**config.mk**
```make
export PLATFORM = sky130hd
export DESIGN_NAME = pipeline_ctrl
export DESIGN_NICKNAME = d
export VERILOG_FILES = /design/src/rtl/pipeline_ctrl.sv
export SDC_FILE = /design/constraint.sdc
export NUM_CORES = 1
export LEC_CHECK = 0
export BUFFER_PORTS_ARGS = -buffer_cell sky130_fd_sc_hd__buf_2
export CAP_MARGIN = 20
export CORE_ASPECT_RATIO = 1.1
export CORE_MARGIN = 5
export CORE_UTILIZATION = 40
export DETAILED_ROUTE_END_ITERATION = 16
export REMOVE_ABC_BUFFERS = 1
export SYNTH_ARGS = -nofsm -noshare
export SYNTH_HDL_FRONTEND = slang
export SYNTH_SLANG_ARGS = --single-unit
```
**constraint.sdc**
```tcl
create_clock -name clk -period 1.8 [get_ports clk]
set_input_delay 0.18 -clock clk [delete_from_list [all_inputs] [get_ports clk]]
set_output_delay 0.18 -clock clk [all_outputs]
set_load 0.01 [all_outputs]
```
**src/rtl/pipeline_ctrl.sv**
```systemverilog
`default_nettype none
// ============================================================================
//  Module      : pipeline_ctrl
//  Description : Hazard/stall controller for a 5-stage pipeline: load-use
//                bubbles, branch flushes, data-memory wait with timeout flag.
//  Revision    : 1.0 - initial release
// ============================================================================
module pipeline_ctrl #(
    parameter int TIMEOUT = 255
) (
    input  logic        clk,
    input  logic        rst_n,
    input  logic [4:0]  id_rs,
    input  logic [4:0]  id_rt,
    input  logic        id_uses_rt,
    input  logic [4:0]  id_ex_rt,
    input  logic        id_ex_mem_read,
    input  logic        branch_taken,
    input  logic        mem_req,
    input  logic        mem_ready,
    output logic        pc_en,
    output logic        if_id_en,
    output logic        id_ex_en,
    output logic        ex_mem_en,
    output logic        if_id_flush,
    output logic        id_ex_flush,
    output logic [1:0]  state,
    output logic [15:0] stall_cnt,
    output logic        mem_timeout
);

    typedef enum logic [1:0] {
        ST_RUN      = 2'b00,
        ST_MEM_WAIT = 2'b01,
        ST_FLUSH    = 2'b10
    } state_t;

    localparam logic [15:0] c_timeout = 16'(TIMEOUT);

    state_t      r_state;
    state_t      w_state_next;
    logic        r_pend_flush;
    logic        w_pend_next;
    logic [15:0] r_wait_cnt;
    logic [15:0] w_wait_inc;
    logic [15:0] r_stall_cnt;
    logic        r_mem_timeout;

    logic        w_lu;
    logic        w_ms;
    logic        w_pc_en;
    logic        w_if_id_en;
    logic        w_id_ex_en;
    logic        w_ex_mem_en;
    logic        w_if_id_flush;
    logic        w_id_ex_flush;

    assign w_lu = id_ex_mem_read && (id_ex_rt != 5'd0) &&
                  ((id_ex_rt == id_rs) || (id_uses_rt && (id_ex_rt == id_rt)));
    assign w_ms = mem_req && !mem_ready;

    assign w_wait_inc = (r_wait_cnt == 16'hFFFF) ? r_wait_cnt : r_wait_cnt + 16'd1;

    always_comb begin
        w_pc_en       = 1'b1;
        w_if_id_en    = 1'b1;
        w_id_ex_en    = 1'b1;
        w_ex_mem_en   = 1'b1;
        w_if_id_flush = 1'b0;
        w_id_ex_flush = 1'b0;
        w_state_next  = r_state;
        w_pend_next   = r_pend_flush;

        if (w_ms) begin
            // Freeze everything; a branch resolved now is replayed as a flush later.
            w_pc_en      = 1'b0;
            w_if_id_en   = 1'b0;
            w_id_ex_en   = 1'b0;
            w_ex_mem_en  = 1'b0;
            w_state_next = ST_MEM_WAIT;
            w_pend_next  = r_pend_flush | branch_taken;
        end else begin
            case (r_state)
                ST_RUN: begin
                    if (branch_taken) begin
                        w_if_id_flush = 1'b1;
                        w_id_ex_flush = 1'b1;
                    end else if (w_lu) begin
                        w_pc_en       = 1'b0;
                        w_if_id_en    = 1'b0;
                        w_id_ex_flush = 1'b1;
                    end
                end
                ST_MEM_WAIT: begin
                    if (!mem_ready) begin
                        w_pc_en     = 1'b0;
                        w_if_id_en  = 1'b0;
                        w_id_ex_en  = 1'b0;
                        w_ex_mem_en = 1'b0;
                        w_pend_next = r_pend_flush | branch_taken;
                    end else begin
                        w_state_next = (r_pend_flush || branch_taken) ? ST_FLUSH : ST_RUN;
                    end
                end
                ST_FLUSH: begin
                    w_if_id_flush = 1'b1;
                    w_id_ex_flush = 1'b1;
                    w_state_next  = ST_RUN;
                end
                default: w_state_next = ST_RUN;
            endcase
        end

        if (w_state_next == ST_FLUSH) begin
            w_pend_next = 1'b0;
        end
    end

    always_ff @(posedge clk or negedge rst_n) begin
        if (!rst_n) begin
            r_state       <= ST_RUN;
            r_pend_flush  <= 1'b0;
            r_wait_cnt    <= 16'd0;
            r_stall_cnt   <= 16'd0;
            r_mem_timeout <= 1'b0;
        end else begin
            r_state      <= w_state_next;
            r_pend_flush <= w_pend_next;
            if (!w_pc_en && (r_stall_cnt != 16'hFFFF)) begin
                r_stall_cnt <= r_stall_cnt + 16'd1;
            end
            if ((r_state != ST_MEM_WAIT) && (w_state_next == ST_MEM_WAIT)) begin
                r_wait_cnt <= 16'd0;
            end else if (r_state == ST_MEM_WAIT) begin
                r_wait_cnt <= w_wait_inc;
            end
            if ((r_state == ST_MEM_WAIT) && (w_wait_inc >= c_timeout)) begin
                r_mem_timeout <= 1'b1;
            end
        end
    end

    // While reset is asserted the pipeline free-runs with no bubbles.
    assign pc_en       = !rst_n || w_pc_en;
    assign if_id_en    = !rst_n || w_if_id_en;
    assign id_ex_en    = !rst_n || w_id_ex_en;
    assign ex_mem_en   = !rst_n || w_ex_mem_en;
    assign if_id_flush = rst_n && w_if_id_flush;
    assign id_ex_flush = rst_n && w_id_ex_flush;

    assign state       = r_state;
    assign stall_cnt   = r_stall_cnt;
    assign mem_timeout = r_mem_timeout;

endmodule
`default_nettype wire

```
==> results.py <==
metrics = {
    "yosys": {
        "synthDistinctLibCells": 46,
        "synth_top_cell_area_share_pct": 40.68,
        "synth_edf_count": 0,
        "synth_ff_type": "dfrtp_1",
        "synthTopCellsByArea": "dfrtp_1 41%, xnor2_1 9.9%, o21ai_0 5.0%, a21oi_1 4.3%, nand2_1 4.1%",
        "async_flop_share_pct": 100.0,
        "ys_seq_area_share_pct": 40.68,
        "synth_area_leader_cell": "dfrtp_1",
        "synth_most_common_cell": "dfrtp_1",
        "syn_area_mm2": 0.002215,
        "ys_top_cells_by_count": "36 x dfrtp_1, 25 x xnor2_1, 24 x nand2_1, 22 x nor2_1, 22 x o21ai_0",
        "synth_seq_cells": 36,
        "avgSynthCellArea_um2": 8.823,
        "yosysWarnings": 0,
        "syn_inst": 251,
    },
    "placed_design": {
        "dp_cells": 417,
        "io_buffers": 46,
        "gp_congestion": 0.9031,
        "place_ws_ns": -0.1664,
        "dp_hpwl_mm": 4.374,
        "place_area_mm2": 0.002914,
    },
    "sta": {
        "fin_crit_ns": 1.957,
        "drv_slew": 0,
        "period_share_pct": 108.7,
        "hold_viol": 0,
        "rsz0062_at_grt": "true",
        "tightestPinTransition_ns": 0.6438,
        "slew_headroom_pct": 56.92,
        "setup_ws_ns": -0.1568,
        "holdWs_ns": 0.1079,
        "finalClockSkew_ns": 0.007986,
        "fmax_mhz": 511.0,
        "setup_viol": 5,
    },
    "power": {
        "power-per-cell-area_mw_per_mm2": 633.7,
        "power.leakage_uw": 0.001550,
        "ir_worst_vdd_uv": 682.7,
    },
    "setup_path": {
        "arrival_ns": 2.12,
        "critPathMaxFanout": 7,
        "required_ns": 1.96,
        "worstReg2RegEnd": "mem_timeout",
        "crit_path_start_kind": "flop",
        "end_kind": "flop",
        "r2r_cells": 9,
        "reg2reg_from": "r_wait_cnt[0]",
        "path_class": "flop to flop",
        "ff2ff_setup_slack_ns": -0.16,
    },
    "floorplan": {
        "rows": 28,
        "start_util_pct": 41.05,
        "num_io_pins": 47,
        "die-area_mm2": 0.007126,
        "dieWidth_um": 80.95,
        "coreArea_mm2": 0.005395,
        "dieHeight_um": 88.04,
    },
    "min_path": {
        "min_to": "state[0]",
        "hold_path_startpoint": "mem_ready",
        "min_path_cells": 2,
        "holdCritPathClass": "primary input to flop",
    },
    "global_route": {
        "grt_pass1_wl_mm": 10.01,
        "grt_pass1_vias": 2264,
        "grt_max_degree": 32,
        "grt.total_usage_pct": 17.84,
        "antenna_found_initial": 0,
        "grt_overflow": 0,
    },
    "outcome": {
        "violations": "negative setup slack",
        "run_status": "finished with violations",
    },
    "clocking": {
        "root_buffer": "clkbuf_8",
        "cts_made_buffers": 5,
        "clock_latency_ns": 0.28,
        "clk_path_buf_depth": 2,
        "htree_num_levels": 2,
        "cts_tree": "done",
        "numClockSinks": 36,
        "clkSlewWorstSetupHoldPaths_ns": 0.07,
    },
    "route": {
        "wirelength_mm": 6.369,
        "ant_nets": 0,
        "vias_per_cell": 5.284,
        "vias": 2325,
        "wl_per_cell_um": 14.48,
        "drc": 0,
        "first_pass_iters": 5,
        "first_iter_violations": 144,
    },
    "layout": {
        "final_core_util_pct": 63.20,
        "stdcell_count": 440,
        "nNetsFinal": 389,
        "regArea_um2": 903.4,
        "diodes": 0,
        "area_delta_synth_final_pct": 53.95,
        "fin_area_mm2": 0.003410,
        "nFillCells": 486,
        "multi_input_area_mm2": 0.001443,
        "drive_gt1_share_pct": 48.22,
    },
    "run": {
        "cap_viol_max_count": 0,
    },
}
==> how the worst max path moves through the flow <==
stage | to | cells after the start | from | slack [ns]
floorplan | stall_cnt[1] | 6 | state[0] | -0.46
global placement | mem_timeout | 9 | r_wait_cnt[0] | -0.11
detailed placement | mem_timeout | 9 | r_wait_cnt[0] | -0.17
CTS | mem_timeout | 7 | r_wait_cnt[0] | -0.11
global route | mem_timeout | 9 | r_wait_cnt[0] | -0.24
finish | mem_timeout | 9 | r_wait_cnt[0] | -0.16
==> per-stage QoR <==
step	total power [µW]	setup TNS, ns
6_report	2161	-0.4049
4_1_cts	2160	-0.1739
2_1_floorplan	1216	-6.019
5_1_grt	2286	-1.498
3_5_place_dp	1505	-0.6984
3_3_place_gp	1496	-0.6046
==> routing by layer <==
layer / global-route usage, % / routed length, µm
met2: 30.92 / 3266
met3: 3.704 / 238
met5: 0 / 0
met4: 7.066 / 161
met1: 21.51 / 2703
==> cell usage in the layout (no fill, tap or decap), drive strengths merged, types with 2 or more instances in the layout <==
| master | count |
|---|---|
| a21oi | 19 |
| a31oi | 6 |
| a41oi | 3 |
| and3 | 4 |
| buf | 118 |
| clkbuf | 7 |
| dfrtp | 36 |
| ha | 2 |
| inv | 11 |
| mux2 | 2 |
| nand2 | 24 |
| nand2b | 2 |
| nand3 | 16 |
| nand3b | 2 |
| nand4 | 12 |
| nor2 | 22 |
| nor3 | 3 |
| nor4 | 3 |
| o21ai | 22 |
| o31ai | 4 |
| or2 | 4 |
| or3 | 2 |
| or4 | 2 |
| xnor2 | 25 |
| xor2 | 2 |
==> worst max-delay path, stage by stage (launching register included) <==
cell	delay [ns]
dfrtp_1	0.38
buf_4	0.13
ha_2	0.18
nand3_2	0.09
buf_4	0.17
buf_4	0.16
xnor2_1	0.13
a21oi_2	0.16
nor4_2	0.06
or3_1	0.37
==> flip-flops by register name (all words and copies together), names as in the netlist <==
signal and cells:
r_wait_cnt 16, stall_cnt 16, state 2, mem_timeout 1, r_pend_flush 1
==> where the power goes <==
group	switching, µW	internal (µW)
Combinational	289	300
Clock	272	341
Sequential	70.3	888
Total	632	1530
==> what timing repair did <==
| action | in CTS | in global routing |
|---|---|---|
| pin swaps | 14 | 27 |
| setup endpoints to repair | 16 | 29 |
| hold buffers | 1 | 0 |
| gates resized for setup | 23 | 50 |
| buffers inserted | 5 | 10 |
| endpoints found under the hold margin | 5 | 0 |
==> cell type report <==
cell class                 instances  area share, %
sequential                        36          26.50
clock buffer                       7          2.826
inverter                          11          1.211
multi-input combinational        192          42.31
timing repair buffer             119          24.40
tap                               75          2.752
==> kinds of logic after synthesis <==
logic type      Yosys count  share of synthesized area (%)
simple gates             99                          23.79
compound gates           61                          17.46
flops                    36                          40.68
xor+xnor                 27                          10.68
buf+inv                  23                          4.802
mux                       3                          1.469
fa+ha+maj                 2                          1.130
(Power assumes the default switching activity.)
